==> src/rtl/cpu_run_ctrl_if.sv <==
// Run-control bundle between the CPU datapath/board I/O and cpu_run_ctrl.
// The master drives the switches, button, breakpoint setup and PC, and observes the step enable.
interface cpu_run_ctrl_if #(
  parameter int PC_W = 8
);
  logic            run;
  logic            step_key;
  logic            halt_req;
  logic            brk_en;
  logic [PC_W-1:0] brk_addr;
  logic [PC_W-1:0] pc;
  logic            step_en;
  logic [1:0]      state;
  logic            brk_hit;
  logic [15:0]     step_cnt;

  modport master (
    output run, step_key, halt_req, brk_en, brk_addr, pc,
    input  step_en, state, brk_hit, step_cnt
  );

  modport slave (
    input  run, step_key, halt_req, brk_en, brk_addr, pc,
    output step_en, state, brk_hit, step_cnt
  );
endinterface

==> src/rtl/cpu_run_ctrl.sv <==
// Run-control sequencer: issues one-cycle step enables to the single-cycle CPU
// in free-run, single-step (debounced button) or breakpoint-halt modes.
//
// state   | meaning
// --------+------------------------------------------------------------
// IDLE 00 | stopped; waits for run switch or a button press
// RUN  01 | free-run; one step per prescaler tick, breakpoint checked
// STEP 10 | manual step pulse in flight; returns to IDLE
// BRK  11 | halted on breakpoint; press steps past it and resumes RUN
module cpu_run_ctrl #(
  parameter int DIV_CNT = 25000000,
  parameter int DEB_CNT = 500000,
  parameter int PC_W    = 8
) (
  input  logic          clk_i,
  input  logic          rst_ni,
  cpu_run_ctrl_if.slave ctrl_if
);

  typedef enum logic [1:0] {
    ST_IDLE = 2'b00,
    ST_RUN  = 2'b01,
    ST_STEP = 2'b10,
    ST_BRK  = 2'b11
  } state_e;

  localparam int PRE_W = (DIV_CNT > 1) ? $clog2(DIV_CNT) : 1;
  localparam int DEB_W = (DEB_CNT > 1) ? $clog2(DEB_CNT) : 1;
  localparam logic [PRE_W-1:0] PRE_LAST = PRE_W'(DIV_CNT - 1);
  localparam logic [DEB_W-1:0] DEB_LAST = DEB_W'(DEB_CNT - 1);

  state_e            state_q, state_d;
  logic              step_en_q, step_en_d;
  logic [15:0]       step_cnt_q, step_cnt_d;
  logic [PRE_W-1:0]  pre_q, pre_d;
  logic              key_s1_q, key_s2_q;
  logic [DEB_W-1:0]  deb_cnt_q, deb_cnt_d;
  logic              deb_lvl_q, deb_lvl_d;
  logic              press_q, press_d;

  logic              tick;
  logic              brk_match;
  logic              leave_req;
  logic [PC_W-1:0]   pc_cur;
  logic [PC_W-1:0]   pc_brk;

  assign pc_cur    = ctrl_if.pc;
  assign pc_brk    = ctrl_if.brk_addr;
  assign tick      = (pre_q == PRE_LAST);
  assign brk_match = ctrl_if.brk_en && (pc_cur == pc_brk);
  assign leave_req = ctrl_if.halt_req || !ctrl_if.run;

  // The button is asynchronous; both stages idle at the released level.
  always_ff @(posedge clk_i or negedge rst_ni) begin
    if (!rst_ni) begin
      key_s1_q <= 1'b1;
      key_s2_q <= 1'b1;
    end else begin
      key_s1_q <= ctrl_if.step_key;
      key_s2_q <= key_s1_q;
    end
  end

  // A new level is accepted only after DEB_CNT consecutive cycles of disagreement;
  // any cycle of agreement (a bounce back) restarts the count.
  always_comb begin
    deb_cnt_d = '0;
    deb_lvl_d = deb_lvl_q;
    press_d   = 1'b0;
    if (key_s2_q != deb_lvl_q) begin
      if (deb_cnt_q == DEB_LAST) begin
        deb_lvl_d = key_s2_q;
        press_d   = ~key_s2_q;
      end else begin
        deb_cnt_d = deb_cnt_q + 1'b1;
      end
    end
  end

  always_ff @(posedge clk_i or negedge rst_ni) begin
    if (!rst_ni) begin
      deb_cnt_q <= '0;
      deb_lvl_q <= 1'b1;
      press_q   <= 1'b0;
    end else begin
      deb_cnt_q <= deb_cnt_d;
      deb_lvl_q <= deb_lvl_d;
      press_q   <= press_d;
    end
  end

  // Prescaler is held at zero outside RUN, so every entry into RUN starts a full period.
  always_comb begin
    state_d   = state_q;
    step_en_d = 1'b0;
    pre_d     = '0;
    case (state_q)
      ST_IDLE: begin
        if (!ctrl_if.halt_req && ctrl_if.run) begin
          state_d = ST_RUN;
        end else if (press_q) begin
          state_d   = ST_STEP;
          step_en_d = 1'b1;
        end
      end
      ST_STEP: begin
        state_d = ST_IDLE;
      end
      ST_RUN: begin
        if (leave_req) begin
          state_d = ST_IDLE;
        end else if (tick && brk_match) begin
          state_d = ST_BRK;
        end else begin
          step_en_d = tick;
          pre_d     = tick ? '0 : pre_q + 1'b1;
        end
      end
      ST_BRK: begin
        if (leave_req) begin
          state_d = ST_IDLE;
        end else if (press_q) begin
          state_d   = ST_RUN;
          step_en_d = 1'b1;
        end
      end
      default: begin
        state_d = ST_IDLE;
      end
    endcase
  end

  assign step_cnt_d = step_cnt_q + {15'd0, step_en_d};

  always_ff @(posedge clk_i or negedge rst_ni) begin
    if (!rst_ni) begin
      state_q    <= ST_IDLE;
      step_en_q  <= 1'b0;
      step_cnt_q <= '0;
      pre_q      <= '0;
    end else begin
      state_q    <= state_d;
      step_en_q  <= step_en_d;
      step_cnt_q <= step_cnt_d;
      pre_q      <= pre_d;
    end
  end

  assign ctrl_if.step_en  = step_en_q;
  assign ctrl_if.state    = state_q;
  assign ctrl_if.brk_hit  = (state_q == ST_BRK);
  assign ctrl_if.step_cnt = step_cnt_q;

endmodule

==> src/flat_wrapper.sv <==
// flat-port wrapper written by rule: the top's interface ports become plain ports
module cpu_run_ctrl_flat 
#(
  parameter int DIV_CNT = 25000000,
  parameter int DEB_CNT = 500000,
  parameter int PC_W    = 8
)
  (clk_i, rst_ni, ctrl_if_run, ctrl_if_step_key, ctrl_if_halt_req, ctrl_if_brk_en, ctrl_if_brk_addr, ctrl_if_pc, ctrl_if_step_en, ctrl_if_state, ctrl_if_brk_hit, ctrl_if_step_cnt);
  cpu_run_ctrl_if #(.PC_W(PC_W)) ctrl_if_i ();
  input  logic clk_i;
  input  logic rst_ni;
  input wire logic [$bits(ctrl_if_i.run)-1:0] ctrl_if_run;
  input wire logic [$bits(ctrl_if_i.step_key)-1:0] ctrl_if_step_key;
  input wire logic [$bits(ctrl_if_i.halt_req)-1:0] ctrl_if_halt_req;
  input wire logic [$bits(ctrl_if_i.brk_en)-1:0] ctrl_if_brk_en;
  input wire logic [$bits(ctrl_if_i.brk_addr)-1:0] ctrl_if_brk_addr;
  input wire logic [$bits(ctrl_if_i.pc)-1:0] ctrl_if_pc;
  output wire logic [$bits(ctrl_if_i.step_en)-1:0] ctrl_if_step_en;
  output wire logic [$bits(ctrl_if_i.state)-1:0] ctrl_if_state;
  output wire logic [$bits(ctrl_if_i.brk_hit)-1:0] ctrl_if_brk_hit;
  output wire logic [$bits(ctrl_if_i.step_cnt)-1:0] ctrl_if_step_cnt;
  assign ctrl_if_i.run = ctrl_if_run;
  assign ctrl_if_i.step_key = ctrl_if_step_key;
  assign ctrl_if_i.halt_req = ctrl_if_halt_req;
  assign ctrl_if_i.brk_en = ctrl_if_brk_en;
  assign ctrl_if_i.brk_addr = ctrl_if_brk_addr;
  assign ctrl_if_i.pc = ctrl_if_pc;
  assign ctrl_if_step_en = ctrl_if_i.step_en;
  assign ctrl_if_state = ctrl_if_i.state;
  assign ctrl_if_brk_hit = ctrl_if_i.brk_hit;
  assign ctrl_if_step_cnt = ctrl_if_i.step_cnt;
  cpu_run_ctrl #(.DIV_CNT(DIV_CNT), .DEB_CNT(DEB_CNT), .PC_W(PC_W)) u_core (.clk_i(clk_i), .rst_ni(rst_ni), .ctrl_if(ctrl_if_i));
endmodule
==> config.mk <==
export PLATFORM = sky130hd
export DESIGN_NAME = cpu_run_ctrl_flat
export DESIGN_NICKNAME = d
export VERILOG_FILES = /design/src/rtl/cpu_run_ctrl_if.sv /design/src/rtl/cpu_run_ctrl.sv /design/src/flat_wrapper.sv
export SDC_FILE = /design/constraint.sdc
export NUM_CORES = 1
export LEC_CHECK = 0
export BUFFER_PORTS_ARGS = -buffer_cell sky130_fd_sc_hd__clkbuf_2
export CAP_MARGIN = 5
export CORE_MARGIN = 5
export CORE_UTILIZATION = 45
export CTS_BUF_LIST = sky130_fd_sc_hd__clkbuf_2
export CTS_CLUSTER_DIAMETER = 50
export DETAILED_ROUTE_END_ITERATION = 6
export GPL_TIMING_DRIVEN = 0
export PLACE_DENSITY_LB_ADDON = 0.3
export SETUP_SLACK_MARGIN = 0.1
export SYNTH_ARGS = -nofsm -noshare
export SYNTH_HDL_FRONTEND = slang
export SYNTH_SLANG_ARGS = --single-unit
==> constraint.sdc <==
create_clock -name clk_i -period 2.9 [get_ports clk_i]
set_input_delay 0.58 -clock clk_i [delete_from_list [all_inputs] [get_ports clk_i]]
set_output_delay 0.58 -clock clk_i [all_outputs]
set_load 0.05 [all_outputs]
# After elaboration in Yosys (flattened, before gate mapping)
# Index checks and enable logic that the tools add are counted.
[totals]
ff_bits = 67
out_inout_bits = 20
[classes]
n_eq_ne = 10
reduce_logical = 9
n_addsub = 3
muxes = 21
bitwise = 1
[ops]
columns = ["cell", "count"]
rows = [
  ["25-bit two-way mux", 4],
  ["19-bit two-way mux", 2],
  ["25-bit by 1-bit adder with 25-bit output (second input constant)", 1],
  ["25-bit == test (second input constant)", 1],
  ["19-bit by 1-bit adder with 19-bit output (second input constant)", 1],
  ["19-bit == test (second input constant)", 1],
  ["16-bit by 1-bit adder with 16-bit output", 1],
  ["2-bit two-way mux", 6],
  ["3-bit by 1-bit inequality test with 1-bit output (second input constant)", 3],
  ["8-bit == test", 1],
  ["2-bit case mux with 4 select lines", 1],
  ["1-bit two-way mux", 7],
  ["2-bit == test (second input constant)", 2],
  ["1-bit logical AND", 3],
  ["1-bit case mux with 3 select lines", 1],
  ["3-bit AND reduction", 1],
  ["2-bit by 1-bit == test with 1-bit output (second input constant)", 1],
  ["1-bit zero test", 2],
  ["2-bit zero test", 1],
  ["2-bit AND reduction", 1],
  ["1-bit logical OR", 1],
  ["1-bit inequality test", 1],
  ["1-bit NOT", 1],
]

# Depth between registers and ports, before layout
[logic_depth]
depth_word = 7
mapped_depth = 11
depth_no_buf = 10

# Worst setup path after synthesis
# No wires, ideal clock.
[synth_timing]
path_type = "register -> register"
from = "reg u_core.pre_q[9]"
to = "reg u_core.step_cnt_q[15] (netlist: u_core.ctrl_if.step_cnt[15])"
slack_ns = 0.312
arrival_time_ns = 2.448
t_required_ns = 2.760
setup_ns = 0.140
stages_incl_launch_ff = 11
period_less_slack_ns = 2.588
path_cell_list = "dfrtp_1 > buf_6 > nor4_1 > nand4_1 > or3_1 > o31ai_1 > ha_1 > and2_0 > and4_1 > nand4_1 > xnor2_1"
[synth_via]
elab_chain_cells = 6
[synth_lines]
columns = ["element", "line", "rtl"]
rows = [
  ["start: declaration", "cpu_run_ctrl.sv:35", "logic [PRE_W-1:0] pre_q, pre_d;"],
  ["start signal: assignment", "cpu_run_ctrl.sv:145", "pre_q <= pre_d;"],
  ["25-bit == test *", "cpu_run_ctrl.sv:49", "assign tick = (pre_q == PRE_LAST);"],
  ["1-bit logical AND", "cpu_run_ctrl.sv:112", "end else if (tick && brk_match) begin"],
  ["1-bit two-way mux *", "cpu_run_ctrl.sv:112", ""],
  ["1-bit two-way mux *", "cpu_run_ctrl.sv:110", "if (leave_req) begin"],
  ["1-bit case mux with 3 select lines *", "cpu_run_ctrl.sv:97", "case (state_q)"],
  ["named net u_core.step_en_d", "cpu_run_ctrl.sv:33", "logic step_en_q, step_en_d;"],
  ["16-bit by 1-bit adder with 16-bit output *", "cpu_run_ctrl.sv:133", "assign step_cnt_d = step_cnt_q + {15'd0, step_en_d};"],
  ["named net u_core.step_cnt_d[15]", "cpu_run_ctrl.sv:34", "logic [15:0] step_cnt_q, step_cnt_d;"],
  ["end signal: assignment", "cpu_run_ctrl.sv:144", "step_cnt_q <= step_cnt_d;"],
  ["end: declaration", "cpu_run_ctrl.sv:34", ""],
]
# The timed path passes the listed nets; every way through them passes the cells marked *.
# A chain may end at the register's enable or synchronous reset.

# Worst setup path in the final report
[layout_timing]
from = "reg u_core.pre_q[0]"
to = "reg u_core.step_cnt_q[12] (netlist: u_core.ctrl_if.step_cnt[12])"
# Same word-level chain as after synthesis.

==> reports/results.ini <==
[outcome]
status = complete, no violations

[route]
drc_errors = 0
routed_wl_um = 7060
num_vias = 2666
wl_per_cell_um = 14.5
ant_nets = 0
viasPerCell = 5.47
drt-initial-drc-count = 93
firstDrtPassIters = 4

[timing]
hold_violations = 0
period_minus_slack_ns = 2.69
fmax_mhz = 372
final_max_slew_viol_count = 0
skew_ns = 0.0265
worst_pin_slew_ns = 0.896
rsz0062_at_grt = no
setup_slack_ns = 0.213
period_share = 0.927
setup_viol = 0
relSlewSlack = 0.398

[power]
ir_drop_uv = 280
powerDensity_nw_per_um2 = 372
leakage_nw = 1.61
power.total_w = 0.00147

[synth]
synth_edf_count = 0
syn-mean-instance-area_um2 = 10.5
ys_seq_elements = 67
synth_common_cells = dfrtp_1 (64), xnor2_1 (38), nor3_1 (23)
synth_nets = 352
ys_seq_area_frac = 0.491
synthFlopType = dfrtp_1
yosys.area.top_type = dfrtp_1
ys_top_cells_by_area = dfrtp_1 (47%), xnor2_1 (9.7%), nor3_1 (3.4%)
ys_warn_count = 0
synthCells = 326
postSynth.asyncResetShare = 1.00
yosysMostFrequentCell = dfrtp_1
syn_area_um2 = 3420
yosys.area.top_type_share = 0.468
yosysUniqueCellTypes = 45

[critical_path]
r2r_end = u_core.ctrl_if.step_cnt[12]
endpoint = u_core.ctrl_if.step_cnt[12]
startpoint = u_core.pre_q[0]
r2r_slack_ns = 0.21
setup.worst_path.class = reg2reg
crit_path_end_kind = flop
critPathArrivalTime_ns = 3.10
start_kind = flop
reg2reg_depth = 11
worstPathRequired_ns = 3.32
rr_startpoint = u_core.pre_q[0]
cp_max_fo = 7

[die]
fp.coreArea_um2 = 7330
row_count = 31
start_util = 0.467
chipHeight_um = 97.2
fp.dieArea_um2 = 9440
io_pins = 42
die_width_um = 97.2

[cts]
cts_root_buf = clkbuf_2
cts_inserted_buffers = 9
h-tree-depth = 3
clock_latency_ns = 0.50
cts.clk_slew.worst_paths_ns = 0.18
clock-sinks = 67
clk_path_buf_depth = 2
cts_tree = yes

[worst_hold_path]
hold_path.class = in2reg

[finish]
area_growth_pct = 15.4
drive_above_1_share = 0.235
fin_nets = 409
diodes = 0

[grt]
first_global_vias = 2654
antenna_found_initial = 0
grtUsageTotal = 0.159
grt_max_degree = 37
overflow = 0
grt_pass1_wl_um = 12300

[placement]
port-buffer-count = 41
gp_congestion = 0.796
dpl.hpwl_um = 5060
pre_cts_ws_ns = -0.219

[flow_run]
maxCapViolCount = 0

==> cell families (layout without fill, tap and decap cells) <==
logic type,count (synthesis),after routing,share of synthesized area
AO/OA/AOI/OAI,32,32,0.0684
XOR/XNOR,50,50,0.128
adder cells (fa/ha/maj),4,4,0.0146
buffers and inverters,21,83,0.0355
flip-flops,67,67,0.491
multiplexers,1,1,0.00329
AND/OR/NAND/NOR,151,151,0.259
==> registers in the layout, indices dropped and copies added, names as in the netlist <==
register                 count
u_core.ctrl_if.state         2
u_core.deb_lvl_q             1
u_core.pre_q                25
u_core.deb_cnt_q            19
u_core.ctrl_if.step_en       1
u_core.key_s2_q              1
u_core.key_s1_q              1
u_core.ctrl_if.step_cnt     16
u_core.press_q               1
==> per-layer routing <==
layer,GRT usage,up-vias,routed length [um]
met4,0.0518,0,90
met5,0,-,0
met3,0.0560,9,409
met2,0.257,70,3450
met1,0.200,1281,3120
li1,-,1306,-
==> timing repair <==
item | CTS | global route
pin swaps | 1 | 4
buffers inserted | 1 | 2
endpoints found under the setup margin | 14 | 6
gates resized for setup | 6 | 10
hold endpoints to repair | 16 | 0
hold buffers | 1 | 0
==> cell usage in the layout, fill, tap and decap left out, types with 6 or more instances in the layout <==
master and count:
nor2_1 17, xor2_1 12, nand4_1 17, or3_1 9, nand3_1 22, clkbuf_2 53
nor4_1 10, nor3_1 23, nand2_1 16, dfrtp_1 64, inv_1 10, o21ai_0 6
xnor2_1 38
==> worst max-delay path: stages (launching register included) <==
cell and delay, ns:
dfrtp_1 0.43, ha_4 0.18, and4_4 0.24, nand2_1 0.11
or3_4 0.45, o31ai_4 0.33, ha_4 0.20, ha_1 0.13
clkbuf_4 0.17, and4_1 0.19, nand2_1 0.07, xnor2_1 0.13
==> metrics by stage <==
step / TNS (ns) / instances / utilization / area, um^2 / hold WS [ns]
5_1_grt: 0 / 487 / 0.538 / 3950 / 0.0632
2_1_floorplan: 0 / 326 / - / 3420 / 0.284
6_report: 0 / 487 / 0.538 / 3950 / 0.140
4_1_cts: 0 / 485 / 0.530 / 3890 / 0.0944
3_5_place_dp: -0.796 / 467 / 0.515 / 3770 / 0.354
3_3_place_gp: -0.482 / 466 / 0.512 / 3750 / 0.346
==> how the worst min path moves through the flow <==
stage,from,end,slack [ns],cells past startpoint
final,ctrl_if_step_key,u_core.key_s1_q,0.14,1
after global routing,ctrl_if_step_key,u_core.key_s1_q,0.06,1
after CTS,ctrl_if_step_key,u_core.key_s1_q,0.09,1
after detailed placement,u_core.key_s1_q,u_core.key_s2_q,0.35,0
after global placement,u_core.key_s1_q,u_core.key_s2_q,0.35,0
after floorplan,rst_ni,u_core.ctrl_if.state[0],0.28,0
==> where the power goes <==
group          internal [W]  switching (W)
clock              0.000117       0.000323
sequential         0.000943     0.00000642
combinational     0.0000323      0.0000476
total               0.00109       0.000377
==> layout make-up <==
cell class                 count  area, um^2
multi-input combinational    238        1680
clock inverter                 4        20.0
clock buffer                  12        60.1
sequential                    67        1680
tap                           99         124
buffer                        11        87.6
timing repair buffer          46         260
inverter                      10        37.5
fill                         656        3380
(Power assumes the default switching activity.)
